File: src/rtl/i2c_pkg.sv
// Shared I2C definitions: target FSM states and the R/W bit encoding.
// Latency: n/a (types and constants only).
// Backpressure: n/a.
package i2c_pkg;

    typedef enum logic [3:0] {
        IDLE,
        ADDR,
        ADDR_ACK,
        PTR,
        PTR_ACK,
        WR,
        WR_ACK,
        RD,
        RD_ACK,
        IGNORE
    } i2c_state_e;

    localparam logic I2C_RD_BIT = 1'b1;

endpackage

File: src/rtl/i2c_in_filter.sv
// Pad input conditioner: 2-FF synchroniser, FILTER_LEN-clk stability filter, edge pulses.
// Latency: 2 + FILTER_LEN clk from pad to level; edge pulses are combinational on the level.
// Backpressure: none.
module i2c_in_filter #(
    parameter int FILTER_LEN = 4
) (
    input  logic clk,
    input  logic reset_n,
    input  logic pin_i,
    output logic lvl_o,
    output logic rise_o,
    output logic fall_o
);

    localparam int CW = (FILTER_LEN > 1) ? $clog2(FILTER_LEN) : 1;

    logic [1:0]    sync_q;
    logic          lvl_q;
    logic          lvl_prev_q;
    logic [CW-1:0] cnt_q;

    // A new level is adopted only after FILTER_LEN consecutive clk cycles of disagreement.
    always_ff @(posedge clk or negedge reset_n) begin
        if (!reset_n) begin
            sync_q     <= 2'b11;
            lvl_q      <= 1'b1;
            lvl_prev_q <= 1'b1;
            cnt_q      <= '0;
        end else begin
            sync_q     <= {sync_q[0], pin_i};
            lvl_prev_q <= lvl_q;
            if (sync_q[1] == lvl_q) begin
                cnt_q <= '0;
            end else if (cnt_q == CW'(FILTER_LEN - 1)) begin
                lvl_q <= sync_q[1];
                cnt_q <= '0;
            end else begin
                cnt_q <= cnt_q + 1'b1;
            end
        end
    end

    assign lvl_o  = lvl_q;
    assign rise_o = lvl_q & ~lvl_prev_q;
    assign fall_o = ~lvl_q & lvl_prev_q;

endmodule

File: src/rtl/i2c_target_regs.sv
// I2C target exposing NUM_REGS 8-bit registers at DEV_ADDR using an address/pointer/data protocol.
// Latency: 2+FILTER_LEN clk input filtering; SDA drive changes 1 clk after the filtered SCL fall.
// Backpressure: none; SCL is never stretched and host writes are accepted every clk.
module i2c_target_regs
    import i2c_pkg::*;
#(
    parameter logic [6:0] DEV_ADDR   = 7'h42,
    parameter int         NUM_REGS   = 16,
    parameter int         FILTER_LEN = 4
) (
    input  logic                        clk,
    input  logic                        reset_n,
    input  logic                        sda_in,
    input  logic                        scl_in,
    output logic                        sda_oe,
    output logic                        scl_oe,
    input  logic                        host_wr_en,
    input  logic [$clog2(NUM_REGS)-1:0] host_wr_addr,
    input  logic [7:0]                  host_wr_data,
    output logic [NUM_REGS*8-1:0]       regs_flat,
    output logic                        i2c_wr_valid,
    output logic [$clog2(NUM_REGS)-1:0] i2c_wr_addr,
    output logic [7:0]                  i2c_wr_data,
    output logic                        busy
);

    localparam int AW = $clog2(NUM_REGS);

    logic scl_lvl, scl_rise, scl_fall;
    logic sda_lvl, sda_rise, sda_fall;

    i2c_in_filter #(.FILTER_LEN(FILTER_LEN)) u_scl_filt (
        .clk(clk), .reset_n(reset_n), .pin_i(scl_in),
        .lvl_o(scl_lvl), .rise_o(scl_rise), .fall_o(scl_fall)
    );

    i2c_in_filter #(.FILTER_LEN(FILTER_LEN)) u_sda_filt (
        .clk(clk), .reset_n(reset_n), .pin_i(sda_in),
        .lvl_o(sda_lvl), .rise_o(sda_rise), .fall_o(sda_fall)
    );

    i2c_state_e    state_q, state_d;
    logic [3:0]    bit_cnt_q, bit_cnt_d;
    logic [7:0]    shift_q, shift_d;
    logic [AW-1:0] ptr_q, ptr_d;
    logic          oe_q, oe_d;
    logic          rw_q, rw_d;
    logic          i2c_commit;
    logic [7:0]    rd_byte;
    logic [7:0]    regs_q [NUM_REGS];
    logic          wr_vld_q;
    logic [AW-1:0] wr_addr_q;
    logic [7:0]    wr_data_q;

    logic start_c, stop_c;
    assign start_c = sda_fall & scl_lvl;
    assign stop_c  = sda_rise & scl_lvl;
    assign rd_byte = regs_q[ptr_q];

    always_comb begin
        state_d    = state_q;
        bit_cnt_d  = bit_cnt_q;
        shift_d    = shift_q;
        ptr_d      = ptr_q;
        oe_d       = oe_q;
        rw_d       = rw_q;
        i2c_commit = 1'b0;
        if (start_c) begin
            state_d   = ADDR;
            bit_cnt_d = '0;
            oe_d      = 1'b0;
        end else if (stop_c) begin
            state_d   = IDLE;
            bit_cnt_d = '0;
            oe_d      = 1'b0;
        end else begin
            case (state_q)
                ADDR, PTR, WR: begin
                    if (scl_rise && bit_cnt_q != 4'd8) begin
                        shift_d   = {shift_q[6:0], sda_lvl};
                        bit_cnt_d = bit_cnt_q + 4'd1;
                    end else if (scl_fall && bit_cnt_q == 4'd8) begin
                        bit_cnt_d = '0;
                        if (state_q == ADDR) begin
                            if (shift_q[7:1] == DEV_ADDR) begin
                                oe_d    = 1'b1;
                                rw_d    = shift_q[0];
                                state_d = ADDR_ACK;
                            end else begin
                                state_d = IGNORE;
                            end
                        end else if (state_q == PTR) begin
                            ptr_d   = shift_q[AW-1:0];
                            oe_d    = 1'b1;
                            state_d = PTR_ACK;
                        end else begin
                            // Commit uses the pre-increment pointer; see the register bank.
                            i2c_commit = 1'b1;
                            oe_d       = 1'b1;
                            ptr_d      = ptr_q + 1'b1;
                            state_d    = WR_ACK;
                        end
                    end
                end
                ADDR_ACK: begin
                    if (scl_fall) begin
                        if (rw_q == I2C_RD_BIT) begin
                            oe_d      = ~rd_byte[7];
                            shift_d   = {rd_byte[6:0], 1'b0};
                            bit_cnt_d = 4'd1;
                            state_d   = RD;
                        end else begin
                            oe_d    = 1'b0;
                            state_d = PTR;
                        end
                    end
                end
                PTR_ACK, WR_ACK: begin
                    if (scl_fall) begin
                        oe_d    = 1'b0;
                        state_d = WR;
                    end
                end
                RD: begin
                    if (scl_fall) begin
                        if (bit_cnt_q == 4'd8) begin
                            oe_d      = 1'b0;
                            bit_cnt_d = '0;
                            state_d   = RD_ACK;
                        end else begin
                            oe_d      = ~shift_q[7];
                            shift_d   = {shift_q[6:0], 1'b0};
                            bit_cnt_d = bit_cnt_q + 4'd1;
                        end
                    end
                end
                RD_ACK: begin
                    // bit_cnt_q == 1 here marks an ACK seen on the preceding SCL rise.
                    if (scl_rise) begin
                        if (sda_lvl) begin
                            state_d = IGNORE;
                        end else begin
                            ptr_d     = ptr_q + 1'b1;
                            bit_cnt_d = 4'd1;
                        end
                    end else if (scl_fall && bit_cnt_q == 4'd1) begin
                        oe_d    = ~rd_byte[7];
                        shift_d = {rd_byte[6:0], 1'b0};
                        state_d = RD;
                    end
                end
                default: ;
            endcase
        end
    end

    always_ff @(posedge clk or negedge reset_n) begin
        if (!reset_n) begin
            state_q   <= IDLE;
            bit_cnt_q <= '0;
            shift_q   <= '0;
            ptr_q     <= '0;
            oe_q      <= 1'b0;
            rw_q      <= 1'b0;
        end else begin
            state_q   <= state_d;
            bit_cnt_q <= bit_cnt_d;
            shift_q   <= shift_d;
            ptr_q     <= ptr_d;
            oe_q      <= oe_d;
            rw_q      <= rw_d;
        end
    end

    // Host write is applied last so it wins over a same-clk I2C commit to the same index.
    always_ff @(posedge clk or negedge reset_n) begin
        if (!reset_n) begin
            for (int i = 0; i < NUM_REGS; i++) regs_q[i] <= '0;
            wr_vld_q  <= 1'b0;
            wr_addr_q <= '0;
            wr_data_q <= '0;
        end else begin
            wr_vld_q <= i2c_commit;
            if (i2c_commit) begin
                regs_q[ptr_q] <= shift_q;
                wr_addr_q     <= ptr_q;
                wr_data_q     <= shift_q;
            end
            if (host_wr_en) regs_q[host_wr_addr] <= host_wr_data;
        end
    end

    for (genvar g = 0; g < NUM_REGS; g++) begin : g_flat
        assign regs_flat[g*8 +: 8] = regs_q[g];
    end

    assign sda_oe       = oe_q;
    assign scl_oe       = 1'b0;
    assign busy         = (state_q != IDLE);
    assign i2c_wr_valid = wr_vld_q;
    assign i2c_wr_addr  = wr_addr_q;
    assign i2c_wr_data  = wr_data_q;

endmodule

File: config.mk
export PLATFORM = sky130hd
export DESIGN_NAME = i2c_target_regs
export DESIGN_NICKNAME = d
export VERILOG_FILES = /design/src/rtl/i2c_pkg.sv /design/src/rtl/i2c_in_filter.sv /design/src/rtl/i2c_target_regs.sv
export SDC_FILE = /design/constraint.sdc
export NUM_CORES = 1
export LEC_CHECK = 0
export ABC_CLOCK_PERIOD_IN_PS = 3450
export CAP_MARGIN = 20
export CORE_MARGIN = 2
export CORE_UTILIZATION = 45
export DETAILED_ROUTE_END_ITERATION = 8
export DONT_BUFFER_PORTS = 1
export GPL_ROUTABILITY_DRIVEN = 0
export PLACE_DENSITY = 0.61
export RECOVER_POWER = 100
export SYNTH_ARGS = -nofsm -noshare
export SYNTH_HDL_FRONTEND = slang
export SYNTH_SLANG_ARGS = --single-unit
export TNS_END_PERCENT = 10
File: constraint.sdc
create_clock -name clk -period 3.45 [get_ports clk]
set_clock_uncertainty 0.1 [all_clocks]
set_input_delay 0.345 -clock clk [delete_from_list [all_inputs] [get_ports clk]]
set_output_delay 0.345 -clock clk [all_outputs]
set_load 0.03 [all_outputs]
==> results of run 1 <==
[synth_stat cells, drive strengths merged, types with 2 or more instances]
master	number	area, sq um
mux2i	142	1421
inv	10	37.53
o211ai	5	37.54
buf	29	178.9
dfstp	8	210.2
and3	5	31.28
a21oi	94	470.5
nand2b	5	31.28
nor4b	3	26.28
nor3	14	70.07
o21ai	55	275.3
nor4	5	31.28
xor2	2	17.52
xnor2	2	17.52
nor2	93	349.1
nand3b	7	52.55
o21a	2	15.01
nand2	83	311.6
nand3	25	257.8
mux4	33	743.2
a211o	3	26.28
o2bb2ai	3	26.28
or2	3	18.77
a211oi	5	37.54
clkbuf	55	206.5
dfrtp	167	4179
ha	9	112.6
and3b	2	17.52
nor3b	5	37.54
mux2	21	259.0
and2	4	27.53
a31oi	3	33.78
a221o	7	70.07
or3b	2	17.52
nor2b	12	75.07
a221oi	2	17.52
a32o	3	30.03
[metal layers]
layer  track usage, %  vias up
li1                 -     3310
met2            41.59      308
met1            36.98     3722
met5                0        -
met4            7.610        0
met3            7.622       44
[stage by stage]
| stage | area (sq um) | total power (W) | std cells | worst slack [ps] |
|---|---|---|---|---|
| 2_1_floorplan | 9901 | 0.006195 | 943 | 1152 |
| 3_3_place_gp | 10050 | 0.007135 | 1157 | 853.4 |
| 3_5_place_dp | 10050 | 0.007180 | 1158 | 807.4 |
| 4_1_cts | 10740 | 0.009191 | 1200 | 788.3 |
| 5_1_grt | 10660 | 0.009533 | 1201 | 339.3 |
| 6_report | 10670 | 0.009084 | 1202 | 476.4 |
[state kept, by name (all words and copies together), names as in the netlist]
signal and count:
u_sda_filt.cnt_q 2, u_sda_filt.sync_q 2, shift_q 8, u_scl_filt.cnt_q 2, rw_q 1, u_scl_filt.sync_q 2, sda_oe 1, bit_cnt_q 4
u_scl_filt.lvl_prev_q 1, u_sda_filt.lvl_o 1, i2c_wr_data 8, state_q 4, u_sda_filt.lvl_prev_q 1, i2c_wr_addr 4, i2c_wr_valid 1, regs_flat 128
ptr_q 4, u_scl_filt.lvl_o 1
[logic make-up (layout without fill, tap and decap cells)]
| family | count (synthesis) | count (layout) | share of synthesized area, % |
|---|---|---|---|
| adder cells (fa/ha/maj) | 9 | 9 | 1.137 |
| XOR/XNOR | 4 | 4 | 0.3539 |
| AO/OA/AOI/OAI | 191 | 191 | 11.26 |
| AND/OR/NAND/NOR | 273 | 273 | 14.13 |
| flip-flops | 175 | 175 | 44.33 |
| multiplexers | 196 | 196 | 24.48 |
| other | 1 | 2 | 0.03788 |
| buffers and inverters | 94 | 72 | 4.271 |
[power breakdown]
group	switching (W)	total, W	internal, W
combinational	0.00165	0.00304	0.00139
clock	0.000930	0.00196	0.00103
sequential	0.00155	0.00408	0.00253
total	0.00413	0.00908	0.00495
[timing repair]
| action | CTS | global route |
|---|---|---|
| endpoints found under the setup margin | 0 | 0 |
| hold endpoints to repair | 305 | 175 |
| resized for setup | 0 | 0 |
[area by class of cell]
type,count,share of cell area (%)
flip-flops and latches,175,41.17
inverters,10,0.3519
well taps,280,3.284
clock buffers,19,4.059
repair buffers,30,2.581
diodes,1,0.02346
multi-input cells,674,47.11
clock inverters,13,1.419
[worst max-delay path by stage]
stage	cells past startpoint	end	from	slack, ps
final	6	regs_flat[112]	state_q[3]	480
after global routing	6	regs_flat[22]	state_q[3]	340
after CTS	6	regs_flat[16]	state_q[3]	790
after detailed placement	6	regs_flat[16]	state_q[3]	810
after global placement	6	regs_flat[16]	state_q[3]	850
after floorplan	8	shift_q[3]	ptr_q[1]	1150
==> results by group, run 1 <==
CTS
  • CTS tree: built
  • Post-CTS Setup Inserts: 0
  • Clock tree sinks: 175
  • Clk root buf: clkbuf_16
  • Hold_buf cts: 10
  • CTS Buffer Depth: 2
  • # H-tree levels: 4
  • Inserted Clock Buffers: 17
  • Clock transition at the registers of the reported paths: 70 ps
  • Worst skew pair latency: 440 ps

Floorplan
  • I/O pin count: 161
  • Die Span Y: 152.3 um
  • Row count: 54
  • Core ar.: 21,690 sq um
  • Effective utilization at floorplan: 45.65%
  • Die Wd: 152.3 um
  • Die footprint: 23,200 sq um

Logic synthesis
  • Async S/R FF share, synth: 100.0%
  • Synthesized area per cell: 10.50 sq um
  • Post-Syn Area: 9901 sq um
  • Main flop type after synthesis: dfrtp_1
  • Post-synth EDFFs: 0
  • Post-synth net total: 969
  • Yosys reg bits: 175
  • Ys Warns: 0
  • Syn Inst Count: 943
  • Count of unique library cells instantiated by Yosys: 66
  • Sequential area share after synthesis: 44.33%

Critical path
  • Reg2reg start: state_q[3]
  • CP arrival: 3170 ps
  • Reg2reg end: regs_flat[112]
  • Crit Path Class: reg -> reg
  • Crit-path max cell delay: 620 ps
  • Cell Chain, Critical Path: nand2b_1, nor4_1, buf_12, nand3_1, mux2i_1, a21oi_1
  • CP top delay family: simple AND/OR/NAND/NOR gates
  • Crit path buffers/inverters: 1
  • CP Max Fanout: 28
  • Worst Path Required: 3650 ps
  • Slowest-stage cell, CP: dfrtp_1
  • CP endpoint kind: flip-flop
  • Reg2Reg Depth: 6
  • Internal reg-to-reg setup slack: 480 ps
  • Startpoint Class: flip-flop

Timing
  • Final setup vio count: 0
  • Rel. slew slack: 26.28%
  • Total negative slack: 0 ps
  • Maximum clock rate: 336.3 MHz
  • Transition time at the pin with the least slew margin: 1106 ps
  • Final min period: 2974 ps
  • Final period util: 86.19%
  • Hold WS: -494.9 ps
  • Final Hold Viols: 175
  • Final Max Slew Viols: 0
  • RSZ-0062 raised after global routing: no

Global routing
  • Vias in the first global route: 6,995
  • Largest net degree at the start of global routing: 176
  • Remaining global-route overflow: 0
  • Global-route wire length before repair: 47.24 mm
  • Overall Global Routing Usage: 26.80%
  • Initial antenna violation count: 1

Run
  • Max-cap violations: 0

Routing
  • Routed vias: 7,384
  • Pre-antenna DRT Iters: 5
  • Routed len/inst: 25.56 um
  • Antenna-violating nets left: 0
  • Mean number of vias per cell: 6.143
  • WL met3: 2.679 mm
  • Drt total wl: 30.72 mm
  • Violation count after the first detailed-route iteration: 664
  • WL met1: 12.78 mm
  • Max layer used: met4
  • Wire length on met2: 14.65 mm
  • Detailed-route DRC error count: 0

Final layout
  • Nets@finish: 934
  • Most frequent cells in the layout: 165 x dfrtp_1, 142 x mux2i_1, 94 x a21oi_1
  • Share of layout cells above drive strength 1: 11.83%
  • FILL cells: 2,005
  • Multi-input logic area: 5025 sq um
  • Storage cell area: 4392 sq um
  • Final core occ: 49.18%
  • Commonest non-fill, non-tap cell in the layout: dfrtp_1
  • Synth-to-layout area growth: 7.734%

Place
  • Dpl hpwl: 20.26 mm
  • Port bufs: 0

Run status
  • Status: finished with violations
  • Failing checks: hold timing

Power and ir drop
  • P per Cell Area: 851.7 nW/um^2
  • Maximum VDD drop: 0.0003795 V
  • Static Leak: 5.020 nW

Worst hold path
  • Worst Hold Class: in -> async
Power figures use the tool's default switching activity.
==> run 2: changes to the inputs <==
==> constraint.sdc (replaced) <==
create_clock -name clk -period 3.45 [get_ports clk]
set_clock_uncertainty 0.1 [all_clocks]
set_input_delay 1.035 -clock clk [delete_from_list [all_inputs] [get_ports clk]]
set_output_delay 1.035 -clock clk [all_outputs]
set_load 0.03 [all_outputs]
==> run 2 against run 1 <==
Compared with the run above: the flow now finishes without violations; sequential share of layout area rose by 0.31 points; final cell count fell by 1.0%; global-route usage fell by 0.98 points; register-to-register slack got worse by 30 ps; combinational power fell by 5%; clock power barely moved; routed wire length fell by 3.6%; critical path type unchanged; sequential power rose by 1%; core utilization fell by 0.38 points.
==> results by group, run 2 (same netlist as run 1, synthesis figures left out) <==
Run status
  • Status: completed

Place
  • Port bufs: 0 (unchanged)
  • DP Cell Count: 1,158 (unchanged)
  • Setup WS pre-CTS: 698.1 ps (-109.3 ps)
  • Dpl hpwl: 19.81 mm (-2.2%)

CTS
  • Post-CTS Setup Inserts: 0 (unchanged)
  • Post-CTS sizing: 0 (unchanged)
  • Clock transition at the registers of the reported paths: 80 ps (about the same)
  • CTS tree: built
  • Clock tree sinks: 175 (unchanged)
  • # H-tree levels: 4 (unchanged)
  • Clk root buf: clkbuf_16
  • Inserted Clock Buffers: 17 (unchanged)
  • Hold_buf cts: 0 (-10)
  • Worst skew pair latency: 450 ps (about the same)
  • CTS Buffer Depth: 2 (unchanged)

Routing
  • Detailed-route DRC error count: 0 (unchanged)
  • Routed len/inst: 24.89 um (-2.6%)
  • Antenna-violating nets left: 0 (unchanged)
  • Violation count after the first detailed-route iteration: 718 (+8.1%)
  • Routed vias: 7,171 (-2.9%)
  • Mean number of vias per cell: 6.026 (-1.9%)
  • Pre-antenna DRT Iters: 5 (unchanged)
  • Drt total wl: 29.63 mm (-3.6%)

Timing
  • Final Max Slew Viols: 0 (unchanged)
  • Maximum clock rate: 332.9 MHz (-1.0%)
  • Worst setup margin: 446.0 ps (-30.46 ps)
  • Final Hold Viols: 0 (-100%)
  • RSZ-0062 raised after global routing: no
  • Transition time at the pin with the least slew margin: 1203 ps (+97.74 ps)
  • Rel. slew slack: 19.77% (-6.5 points)
  • Final period util: 87.07% (+0.88 points)
  • Final setup vio count: 0 (unchanged)
  • Total negative slack: 0 ps (unchanged)
  • Final min period: 3004 ps (+30.46 ps)

Global routing
  • Initial antenna violation count: 0 (-1)
  • Remaining global-route overflow: 0 (unchanged)
  • Overall Global Routing Usage: 25.82% (-0.98 points)
  • Global-route wire length before repair: 45.93 mm (-2.8%)
  • Largest net degree at the start of global routing: 176 (unchanged)
  • Vias in the first global route: 7,080 (+1.2%)

Power and ir drop
  • P per Cell Area: 850.2 nW/um^2 (-0.17%)
  • Maximum VDD drop: 0.0003850 V (+1.5%)
  • Static Leak: 4.983 nW (-0.74%)

Final layout
  • Non-filler cells, final: 1,190 (-1.0%)
  • Ant diodes: 0 (-1)
  • Share of layout cells above drive strength 1: 12.64% (+0.80 points)
  • Max reg flops: 128 (unchanged)
  • Commonest non-fill, non-tap cell in the layout: dfrtp_1
  • Most frequent cells in the layout: 166 x dfrtp_1, 142 x mux2i_1, 94 x a21oi_1
  • Nets@finish: 923 (-1.2%)
  • Synth-to-layout area growth: 6.900%

Critical path
  • WP depth: 6 (unchanged)
  • CP top delay family: flip-flops
  • CP endpoint kind: flip-flop
  • Crit path buffers/inverters: 2 (+1)
  • Reg2Reg Depth: 6 (unchanged)
  • CP Max Fanout: 17 (-39%)
  • Slowest-stage cell, CP: dfrtp_1
  • CP arrival: 3230 ps (+60 ps)
  • Cell Chain, Critical Path: buf_4, inv_1, ha_1, nand3_2, mux2i_1, o21ai_0
  • Worst Path Required: 3680 ps (+30 ps)
  • Crit-path max cell delay: 1140 ps (+520 ps)
  • Startpoint Class: flip-flop
  • Crit Path Class: reg -> reg

Run
  • Max-cap violations: 0 (unchanged)

Floorplan
  • Core ar.: 21,690 sq um (unchanged)
  • Die Wd: 152.3 um (unchanged)
  • Row count: 54 (unchanged)
  • Effective utilization at floorplan: 45.65% (unchanged)
  • Die Span Y: 152.3 um (unchanged)
  • I/O pin count: 161 (unchanged)
  • Die footprint: 23,200 sq um (unchanged)

Worst hold path
  • Worst Hold Class: in -> async
[run 2: worst paths after layout]
| path | end | slack (ps) | start |
|---|---|---|---|
| setup / recovery | regs_flat[22] | 450 | ptr_q[0] |
| hold / removal | regs_flat[56] | 180 | reset_n |
| setup reg to reg | regs_flat[22] | 450 | ptr_q[0] |
| hold reg to reg | u_sda_filt.sync_q[1] | 260 | u_sda_filt.sync_q[0] |
| max in group asynchronous | u_scl_filt.lvl_prev_q | 2790 | reset_n |
| min in group clk | u_sda_filt.sync_q[1] | 260 | u_sda_filt.sync_q[0] |
[run 2: layer usage]
metal,vias to the layer above,global-route usage (%),share of wire [%]
met5,-,0,0
met2,278,40.60,48
li1,3302,-,-
met3,27,8.817,9.0
met4,0,6.275,1.5
met1,3564,34.62,42
[run 2: cell type report]
class                      count  area, sq um
sequential                   175         4390
timing repair buffer          19        155.1
clock inverter                14        163.9
clock buffer                  18        429.2
inverter                      10        37.54
fill                        1972        11100
multi-input combinational    674         5057
tap                          280        350.3
[run 2: where the power goes]
group | internal, W | leakage [nW] | switching (W)
Sequential | 0.00253 | 2.01 | 0.00160
Combinational | 0.00137 | 2.69 | 0.00153
Clock | 0.000982 | 0.286 | 0.000988
[run 2: metrics by stage]
| stage | hold slack [ps] | power [W] | instance area [sq um] | utilization [%] |
|---|---|---|---|---|
| final | 178.5 | 0.008998 | 10580 | 48.80 |
| after global routing | 160.6 | 0.009475 | 10580 | 48.80 |
| after CTS | 175.2 | 0.009100 | 10640 | 49.04 |
| after detailed placement | 249.2 | 0.007137 | 10040 | 46.30 |
| after global placement | 249.9 | 0.007090 | 10040 | 46.30 |
| after floorplan | 245.2 | 0.006195 | 9901 | - |
